`src/rtl/uart_rx_ctrl.sv`:
```
// uart_rx_ctrl: receive-side controller behind a UART receiver.
// Captures one byte per rising edge of rxDone into a show-ahead FIFO,
// drives RTS with hysteresis, keeps sticky overrun/frame-error flags and,
// when UART_RX_CTRL_IDLE_EN is defined, pulses idle after IdleCycles quiet cycles.
module uart_rx_ctrl #(
  parameter int Depth      = 8,
  parameter int RtsHigh    = Depth - 2,
  parameter int RtsLow     = Depth / 2,
  parameter int IdleCycles = 512
) (
  input  logic                   clk,
  input  logic                   reset,
  input  logic [7:0]             rxData,
  input  logic                   rxDone,
  input  logic                   rxErr,
  output logic [7:0]             rdData,
  output logic                   rdValid,
  input  logic                   rdReady,
  output logic [$clog2(Depth):0] count,
  output logic                   rts,
  output logic                   overrun,
  output logic                   frameErr,
  input  logic                   errClr,
  output logic                   idle
);

  localparam int AW = $clog2(Depth);
  localparam int CW = AW + 1;

  logic [7:0]    mem_q [Depth];
  logic [7:0]    mem_d [Depth];
  logic [AW-1:0] wr_ptr_q, wr_ptr_d;
  logic [AW-1:0] rd_ptr_q, rd_ptr_d;
  logic [CW-1:0] count_q, count_d;
  logic          done_q, done_d;
  logic          rts_q, rts_d;
  logic          overrun_q, overrun_d;
  logic          frame_err_q, frame_err_d;

  logic acc;
  logic pop;
  logic full;
  logic drop;
  logic wr_en;

  assign rdValid  = (count_q != '0);
  assign rdData   = rdValid ? mem_q[rd_ptr_q] : 8'h00;
  assign count    = count_q;
  assign rts      = rts_q;
  assign overrun  = overrun_q;
  assign frameErr = frame_err_q;

  // Edge-detect rxDone, arbitrate push/pop/drop and compute next FIFO, RTS and flag state
  always_comb begin
    acc   = rxDone && !done_q;
    full  = (count_q == CW'(Depth));
    pop   = rdValid && rdReady;
    drop  = acc && full && !pop;
    wr_en = acc && !drop;

    done_d   = rxDone;
    mem_d    = mem_q;
    wr_ptr_d = wr_ptr_q;
    rd_ptr_d = rd_ptr_q;
    if (wr_en) begin
      mem_d[wr_ptr_q] = rxData;
      wr_ptr_d        = wr_ptr_q + AW'(1);
    end
    if (pop) begin
      rd_ptr_d = rd_ptr_q + AW'(1);
    end
    count_d = count_q + CW'(wr_en) - CW'(pop);

    rts_d = rts_q;
    if (count_d >= CW'(RtsHigh)) begin
      rts_d = 1'b0;
    end else if (count_d <= CW'(RtsLow)) begin
      rts_d = 1'b1;
    end

    overrun_d = overrun_q;
    if (drop) begin
      overrun_d = 1'b1;
    end else if (errClr) begin
      overrun_d = 1'b0;
    end

    frame_err_d = frame_err_q;
    if (rxErr) begin
      frame_err_d = 1'b1;
    end else if (errClr) begin
      frame_err_d = 1'b0;
    end
  end

  // Register FIFO storage, pointers, occupancy, RTS and sticky flags
  always_ff @(posedge clk) begin
    if (reset) begin
      mem_q       <= '{default: 8'h00};
      wr_ptr_q    <= '0;
      rd_ptr_q    <= '0;
      count_q     <= '0;
      done_q      <= 1'b1;
      rts_q       <= 1'b1;
      overrun_q   <= 1'b0;
      frame_err_q <= 1'b0;
    end else begin
      mem_q       <= mem_d;
      wr_ptr_q    <= wr_ptr_d;
      rd_ptr_q    <= rd_ptr_d;
      count_q     <= count_d;
      done_q      <= done_d;
      rts_q       <= rts_d;
      overrun_q   <= overrun_d;
      frame_err_q <= frame_err_d;
    end
  end

`ifdef UART_RX_CTRL_IDLE_EN
  localparam int IW = $clog2(IdleCycles);

  typedef enum logic {
    S_WAIT,
    S_ACTIVE
  } idle_state_e;

  idle_state_e   state_q, state_d;
  logic [IW-1:0] idle_cnt_q, idle_cnt_d;
  logic          idle_hit;

  assign idle_hit = (state_q == S_ACTIVE) && !acc && (idle_cnt_q == IW'(IdleCycles - 1));

  // Idle state and quiet-cycle counter registers
  always_ff @(posedge clk) begin
    if (reset) begin
      state_q    <= S_WAIT;
      idle_cnt_q <= '0;
    end else begin
      state_q    <= state_d;
      idle_cnt_q <= idle_cnt_d;
    end
  end

  // Next idle state: any accepted byte (re)arms the counter, expiry returns to waiting
  always_comb begin
    state_d    = state_q;
    idle_cnt_d = idle_cnt_q;
    case (state_q)
      S_WAIT: begin
        if (acc) begin
          state_d    = S_ACTIVE;
          idle_cnt_d = '0;
        end
      end
      S_ACTIVE: begin
        if (acc) begin
          idle_cnt_d = '0;
        end else if (idle_hit) begin
          state_d    = S_WAIT;
          idle_cnt_d = '0;
        end else begin
          idle_cnt_d = idle_cnt_q + IW'(1);
        end
      end
      default: begin
        state_d    = S_WAIT;
        idle_cnt_d = '0;
      end
    endcase
  end

  // Single-cycle idle pulse on expiry, suppressed by a same-cycle accept
  always_comb begin
    idle = 1'b0;
    if (idle_hit) begin
      idle = 1'b1;
    end
  end
`else
  assign idle = 1'b0;
`endif

endmodule
```
`config.mk`:
```
export PLATFORM = sky130hd
export DESIGN_NAME = uart_rx_ctrl
export DESIGN_NICKNAME = d
export VERILOG_FILES = /design/src/rtl/uart_rx_ctrl.sv
export SDC_FILE = /design/constraint.sdc
export NUM_CORES = 1
export LEC_CHECK = 0
export CAP_MARGIN = 20
export CORE_ASPECT_RATIO = 0.9
export CORE_MARGIN = 4
export CORE_UTILIZATION = 44
export CTS_CLUSTER_DIAMETER = 200
export DETAILED_ROUTE_END_ITERATION = 8
export PLACE_DENSITY = 0.67
export SKIP_LAST_GASP = 1
export SYNTH_ARGS = -nofsm -noshare
export SYNTH_HDL_FRONTEND = slang
export SYNTH_SLANG_ARGS = --single-unit
```
`constraint.sdc`:
```
create_clock -name clk -period 3.13 [get_ports clk]
set_input_delay 0.626 -clock clk [delete_from_list [all_inputs] [get_ports clk]]
set_output_delay 0.626 -clock clk [all_outputs]
set_load 0.03 [all_outputs]
```
==> flow_metrics.tcl <==
set metrics [dict create \
    outcome "completed" \
    synthArstFlopShare 0 \
    report.final.setup_viol 0 \
    r2r_end "rts" \
    min_period_ns 2.78 \
    cts.path.max_buffers 2 \
    synth_top_family_by_area "multiplexers" \
    core_sq_mm 0.00861 \
    hold_violations 0 \
    fmax_mhz 360 \
    numCtsBuffers 9 \
    yosys.area_share.xor_xnor 0.00224 \
    grt_pass1_vias 2660 \
    ys_seq_area_frac 0.399 \
    cp_data_required_time_ns 3.38 \
    stdcell_count 497 \
    start_kind "flop" \
    synth_edf_count 0 \
    portBuffers 29 \
    hold_ws_ns 0.458 \
    cp.arrival_ns 3.02 \
    fin_crit_sh 0.887 \
    endpoint "rts" \
    multi_input_area_sq_mm 0.00216 \
    finalClockSkew_ns 0.00794 \
    num_vias 2559 \
    min_path_type "flop to flop" \
    drive_gt1_frac 0.159 \
    vias_per_cell 5.15 \
    syn_inst 348 \
    drtIter0Drc 66 \
    ant_nets 0 \
    cts_tree "done" \
    layout_common_cells "dfxtp_1, nand2b_1, mux2i_1, clkdlybuf4s50_1, mux4_2" \
    h-tree-depth 3 \
    syn_area_sq_mm 0.00391 \
    synth_cell_types 40 \
    regArea_sq_mm 0.00156 \
    cts_root_buf "clkbuf_8" \
    yosys.area_share.simple 0.165 \
    die_h_um 97.5 \
    die_w_um 107 \
    worstMarginPinSlew_ns 0.567 \
    p_leak_uw 0.00214 \
    num_rows 32 \
    rr_startpoint "count[2]" \
    slew_violations 0 \
    gp_congestion 0.769 \
    syn_to_final_growth_pct 16.8 \
    rsz0062_at_grt "no" \
    n_fill_cell 745 \
    ys_ff_latch 78 \
    slew_headroom 0.620 \
    syn_area_per_cell_sq_um 11.2 \
    grt_usage 0.163 \
    grt_max_degree 46 \
    initial_core_util 0.455 \
    cp_max_fo 11 \
    wl_per_cell_um 16.1 \
    synth-compound-area-share 0.0879 \
    synth_nets 371 \
    grt.overflow.total 0 \
    placed_area_sq_mm 0.00432 \
    endpoint_kind "flop" \
    firstDrtPassIters 4 \
    nNetsFinal 397 \
    dpl_worst_slack_ns 0.114 \
    routed_wl_um 7990 \
    place_inst 482 \
    cap_violations 0 \
    synthAdderAreaFrac 0.0307 \
    reg2reg_depth 12 \
    cellPowerDensity_mw_per_mm2 596 \
    clock_latency_ns 0.35 \
    hold_buffers 0 \
    grt_pass1_wl_um 13400 \
    ff2ff_setup_slack_ns 0.35 \
    antenna_found_initial 0 \
    path_class "flop to flop" \
    clkTransAtPathRegs_ns 0.07 \
    final_common_cell "dfxtp_1" \
    fin_tns_setup_ns 0 \
    n_antenna_cell 0 \
    place.detailed.hpwl_um 5440 \
    cp-startpoint "count[2]" \
    yosys_warnings 0 \
    drc 0 \
    ios 31 \
    final_area_sq_mm 0.00457 \
    fin_ws_ns 0.353 \
    ir_drop_v 0.000330 \
    fp.dieArea_sq_mm 0.0105 \
    synth_mux_area_frac 0.266 \
    ys.flop_type "dfxtp_1" \
    cts_sinks 78 \
]
per-stage QoR:
stage,utilization,power [uW]
2_1_floorplan,-,1660
3_3_place_gp,0.502,1880
3_5_place_dp,0.502,1900
4_1_cts,0.528,2760
5_1_grt,0.531,2870
6_report,0.531,2720
what timing repair did:
| action | in CTS | in global routing |
|---|---|---|
| resized for setup | 0 | 8 |
| setup buffers | 0 | 0 |
| setup endpoints to repair | 0 | 8 |
worst min path at each step:
stage	slack, ns	cells after the start	end	from
after global routing	0.49	2	overrun	overrun
after CTS	0.46	2	overrun	overrun
after detailed placement	0.45	2	overrun	overrun
final	0.46	2	overrun	overrun
after global placement	0.44	2	overrun	overrun
after floorplan	0.45	2	mem_q[49]	mem_q[49]
worst max-delay path, cell delays in order, from the launching register on:
cell and delay (ns):
dfxtp_1 0.32, inv_1 0.10, ha_1 0.18, or3b_4 0.51, o21a_1 0.24, inv_1 0.06, ha_1 0.22, inv_1 0.06
ha_1 0.18, fa_1 0.42, inv_1 0.07, o21ai_0 0.08, a221oi_1 0.24
cell usage after synthesis, types with 2 or more instances:
master,n,share of area
o21ai_0,3,0.0038
buf_2,7,0.0090
nor2b_1,3,0.0048
inv_1,12,0.012
clkbuf_1,10,0.0096
o211ai_4,7,0.038
a22o_1,8,0.018
ha_1,8,0.026
mux2i_1,65,0.17
nand3_1,2,0.0026
dfxtp_1,78,0.40
mux4_2,16,0.092
nand2b_1,75,0.12
o211a_1,3,0.0077
and4bb_2,2,0.0064
mux2_4,2,0.0077
nor2_1,13,0.012
a21oi_1,6,0.0077
buf_1,7,0.0067
metal layers:
layer / up-vias / track usage / part of all wire
li1: 1272 / - / -
met1: 1237 / 0.220 / 0.47
met2: 39 / 0.266 / 0.48
met3: 11 / 0.0272 / 0.027
met4: 0 / 0.0563 / 0.018
met5: - / 0 / 0
final cells by class:
class / count / area share
tap: 119 / 0.0326
clock buffer: 11 / 0.0331
inverter: 13 / 0.0107
clock inverter: 4 / 0.0170
sequential: 78 / 0.342
timing repair buffer: 42 / 0.0909
multi-input combinational: 230 / 0.474
power by group:
| part | internal (uW) | switching [uW] |
|---|---|---|
| registers | 1040 | 36.8 |
| logic | 332 | 456 |
| clock network | 494 | 366 |
registers in the layout (all words and copies together) (netlist names):
name and cells:
wr_ptr_q 3, overrun 1, done_q 1, frameErr 1, count 4, mem_q 64
rd_ptr_q 3, rts 1
logic make-up (layout without fill, tap and decap cells):
kind of cell    Yosys count  count (layout)
mux                      83              83
fa+ha+maj                 9               9
compound gates           33              33
buf+inv                  40              70
xor+xnor                  1               1
flops                    78              78
simple gates            103             103
other cells               1               1
(Power assumes the default switching activity.)
